==> src/rtl/axis_upsizer.sv <==
// axis_upsizer: packs a narrow AXI-Stream byte stream into RATIO-lane words.
// Lane 0 carries the first byte of each word. m_keep marks the filled lanes of a
// short tail word, and pkt_cnt counts the packets delivered downstream.
module axis_upsizer #(
    parameter int IN_W  = 8,
    parameter int RATIO = 4,
    parameter int OUT_W = IN_W * RATIO
) (
    input  logic             clk,
    input  logic             resetn,
    input  logic [IN_W-1:0]  s_data,
    input  logic             s_valid,
    output logic             s_ready,
    input  logic             s_last,
    output logic [OUT_W-1:0] m_data,
    output logic [RATIO-1:0] m_keep,
    output logic             m_valid,
    input  logic             m_ready,
    output logic             m_last,
    output logic [15:0]      pkt_cnt
);

    localparam int IDX_W = (RATIO > 1) ? $clog2(RATIO) : 1;

    logic [IDX_W-1:0] idx;
    logic [OUT_W-1:0] acc;
    logic [RATIO-1:0] acc_keep;
    logic [OUT_W-1:0] word_next;
    logic [RATIO-1:0] keep_next;
    logic             accept;
    logic             complete;
    logic             drain;

    // The input is held off only while a finished word is waiting on the output,
    // so the accumulator cannot overrun a word that has not been taken yet.
    assign s_ready  = resetn & (~m_valid | m_ready);
    assign accept   = s_valid & s_ready;
    assign complete = accept & ((idx == IDX_W'(RATIO - 1)) | s_last);
    assign drain    = m_valid & m_ready;

    // Merge the incoming byte into its lane of the partial word. Lanes above idx
    // are still zero, which is what makes unused lanes of a short word read 0.
    always_comb begin
        word_next = acc;
        keep_next = acc_keep;
        for (int i = 0; i < RATIO; i++) begin
            if (idx == IDX_W'(i)) begin
                word_next[i*IN_W +: IN_W] = s_data;
                keep_next[i]              = 1'b1;
            end
        end
    end

    // Lane index and partial-word accumulator. A completed word clears both so
    // the next byte always lands in lane 0.
    always_ff @(posedge clk or negedge resetn) begin
        if (!resetn) begin
            idx      <= '0;
            acc      <= '0;
            acc_keep <= '0;
        end else if (complete) begin
            idx      <= '0;
            acc      <= '0;
            acc_keep <= '0;
        end else if (accept) begin
            idx      <= idx + IDX_W'(1);
            acc      <= word_next;
            acc_keep <= keep_next;
        end
    end

    // Output word register. A word completing in the same cycle as a drain
    // replaces the old word directly, so back-to-back words have no bubble.
    always_ff @(posedge clk or negedge resetn) begin
        if (!resetn) begin
            m_data  <= '0;
            m_keep  <= '0;
            m_last  <= 1'b0;
            m_valid <= 1'b0;
        end else if (complete) begin
            m_data  <= word_next;
            m_keep  <= keep_next;
            m_last  <= s_last;
            m_valid <= 1'b1;
        end else if (drain) begin
            m_valid <= 1'b0;
        end
    end

    // Count delivered packets; the 16-bit counter wraps naturally.
    always_ff @(posedge clk or negedge resetn) begin
        if (!resetn) begin
            pkt_cnt <= '0;
        end else if (drain && m_last) begin
            pkt_cnt <= pkt_cnt + 16'd1;
        end
    end

endmodule
==> config.mk <==
export PLATFORM = sky130hd
export DESIGN_NAME = axis_upsizer
export DESIGN_NICKNAME = d
export VERILOG_FILES = /design/src/rtl/axis_upsizer.sv
export SDC_FILE = /design/constraint.sdc
export NUM_CORES = 1
export LEC_CHECK = 0
export CAP_MARGIN = 15
export CELL_PAD_IN_SITES_DETAIL_PLACEMENT = 0
export CELL_PAD_IN_SITES_GLOBAL_PLACEMENT = 1
export CORE_ASPECT_RATIO = 0.75
export CORE_UTILIZATION = 47
export CTS_BUF_LIST = sky130_fd_sc_hd__clkbuf_2
export CTS_CLUSTER_SIZE = 16
export DETAILED_ROUTE_END_ITERATION = 12
export PLACE_DENSITY = 0.92
export SLEW_MARGIN = 30
export SYNTH_ARGS = -nofsm -noshare
export SYNTH_HDL_FRONTEND = slang
export SYNTH_SLANG_ARGS = --single-unit
==> constraint.sdc <==
create_clock -name clk -period 2.8 [get_ports clk]
set_input_delay 0.42 -clock clk [delete_from_list [all_inputs] [get_ports clk]]
set_output_delay 0.42 -clock clk [all_outputs]
set_load 0.05 [all_outputs]
==> run metrics <==
run status complete, no violations; Synth Area in XOR/XNOR 3.369%; area of the core 0.007953 mm^2; Distinct cells, synth 31; slowest CP cell clkdlybuf4s50_1; switching share of power 39.32%; post-synthesis instance area 0.003900 mm^2; CTS root buf clkbuf_2; most frequently used flop master after synthesis dfrtp_1; unrepaired setup endpoints after global routing false; count of clock tree sinks 92; Mean Syn Cell Area 11.75 um^2; Cell Int Power 2.355 mW; share of cells above drive strength 1 7.960%; Tightest Hold Check Type input pin to async pin; delay contributed by the slowest stage of the critical path 0.87 ns; number of antenna repair diodes 0; clock network fraction of design power 18.8%; clock latency reported for the late side of the worst-skew pair 0.53 ns; buffers inserted by post-CTS timing repair 0; leak pwr 2.169 nW; overall via count from detail_route 2682; Congestion Overflow GR 0; final HPWL from detailed placement 5.610 mm; Crit. End Element output pin; period utilization 84.88%; IR drop worst, VDD 0.4613 mV; number of port buffers 67; antenna-violating nets left 0; initial antenna violation count 0; drc violations 0; post-synthesis adder-cell area fraction 1.604%; CP max FO 6; buffer levels on the longest clock path 2; Via-to-Cell Ratio 5.290; cell row count 28; worst-case headroom to the max-slew limit 50.34%; Crit path arrival time 1.96 ns; sequential fraction of the synthesis area 59.03%; Final Hold Vio Count 0; total count of max-transition violations in the final report 0; maximum capacitance violations 0; global-route usage over all layers 20.84%; TritonCTS clock tree done; Starting DRT DRC Count 126; Post-Synthesis Net Count 350; H-tree depth 3; routability congestion estimate 0.7229; post_cts resized 0; transition time at the pin with the least slew margin 0.7449 ns; Final min period 2.377 ns; PwrDens 812.2 mW/mm^2; Chip Width 107.2 um; highest achievable clock rate 420.7 MHz; setup skew after layout 0.01852 ns; footprint of the flip-flops and latches 0.002302 mm^2; buffer and inverter count on the worst path 1; Initial Util 49.04%; share of power burned in registers 44.4%; Setup Total Neg Slack 0 ns; final standard cell count with taps included and fillers excluded 507; largest family of logic cells by synthesized area simple AND/OR/NAND/NOR gates; power dissipated by switching net loads 1.527 mW; endpoints failing setup 0; worst-path cell chain clkdlybuf4s50_1; number of global-route vias before repair 2587; placed cell count 490; wire length of the first global-routing pass 13.44 mm; Worst path top cell family by delay buffers and inverters; critical path data required time 2.38 ns; count of hold-fix buffers inserted at cts 1; number of register bits inferred by synthesis 92; Net count, final 415; Async SR Flop Fraction 100.0%; multiplexer share of the synthesized area 8.213%; Gate power share 36.9%; number of synthesized flops with an enable pin 0; Ports 68; area of the multi-input gates 0.001490 mm^2; wire length reported by the detailed router 8.197 mm; compound-gate portion of the synthesized area 11.42%; average wire length per cell after detail routing 16.17 um; TritonRoute pass-1 iters 4; Simple-Gate Fraction of Synth Area 13.38%; worst setup path category register to output pin; Syn Inst Count 332; maximum number of pins on one net before global-route repair 86; clock buffers created by TritonCTS 9; Fillers 665; area enclosed by the die boundary 0.008670 mm^2; Synth-to-Final Area Change 22.55%; Synth warnings 0; leading cell types in the layout, fill and taps excluded 92 x dfrtp_1, 65 x clkdlybuf4s50_1, 47 x nand2_1; DIE HEIGHT 80.89 um; Worst setup SP type register; most common cell after layout, fill and taps aside dfrtp_1; clk slew on worst S/H paths 0.23 ns
[layer usage]
metal | GRT usage [%] | up-vias | wire length (um)
met5 | 0 | - | 0
met2 | 30.39 | 80 | 3693
met3 | 6.019 | 4 | 471
met4 | 4.795 | 0 | 40
met1 | 30.79 | 1310 | 3993
li1 | - | 1288 | -
[state kept, by name (all words and copies together), names as in the netlist]
name / cells
m_valid: 1
m_data: 32
pkt_cnt: 16
idx: 2
acc_keep: 4
m_last: 1
acc: 32
m_keep: 4
[worst paths after layout]
| path | start | endpoint | slack (ns) | cells past startpoint |
|---|---|---|---|---|
| min in group clk | pkt_cnt[11] | pkt_cnt[11] | 0.51 | 1 |
| max | pkt_cnt[3] | pkt_cnt[3] | 0.42 | 1 |
| max in group asynchronous | resetn | acc[14] | 1.55 | 3 |
| max reg2reg | idx[0] | m_data[19] | 0.65 | 6 |
| min | resetn | m_keep[3] | 0.29 | 2 |
| min reg2reg | pkt_cnt[11] | pkt_cnt[11] | 0.51 | 1 |
[Yosys cell counts (2+ instances only)]
cell,instances,area share (%)
and2_1,10,1.6
o21ai_2,3,0.67
o21ai_1,37,4.7
ha_1,5,1.6
buf_4,2,0.38
buf_2,9,1.2
xnor2_1,11,2.5
nor2_1,13,1.3
nand3_1,9,1.2
or2_1,2,0.32
a22o_1,25,5.6
dfrtp_1,92,59
mux2i_1,32,8.2
and3_1,9,1.4
buf_1,3,0.29
buf_6,3,0.87
a21oi_1,3,0.38
nand2_1,47,4.5
inv_1,2,0.19
xor2_1,4,0.90
[power by group through the flow]
stage / logic, mW / clock network (mW) / registers, mW
floorplan: 0.421 / 0 / 2.27
CTS: 1.44 / 0.748 / 1.73
finish: 1.43 / 0.729 / 1.72
global placement: 1.41 / 0 / 1.74
detailed placement: 1.44 / 0 / 1.75
global route: 1.52 / 0.822 / 1.76
[cell type report]
cell class	count	area share, %
flip-flops and latches	92	48.17
multi-input cells	220	31.18
repair buffers	72	14.84
clock inverters	6	1.859
inverters	2	0.1571
clock buffers	10	1.047
well taps	105	2.749
[cell families after synthesis]
| kind of cell | Yosys count |
|---|---|
| AND/OR/NAND/NOR | 100 |
| flip-flops | 92 |
| AO/OA/AOI/OAI | 68 |
| adder cells (fa/ha/maj) | 5 |
| XOR/XNOR | 15 |
| buffers and inverters | 20 |
| multiplexers | 32 |
[per-stage QoR]
step,total power [mW],hold slack (ns),setup WS (ns),instance area (um^2),util (%)
final,3.882,0.2863,0.4233,4780,60.10
after global routing,4.100,0.2046,0.2527,4780,60.10
after global placement,3.151,0.2631,0.7151,4627,58.18
after floorplan,2.690,0.1244,1.096,3900,-
after CTS,3.916,0.2489,0.3702,4780,60.10
after detailed placement,3.187,0.2702,0.6352,4631,58.23
(Power assumes the default switching activity.)
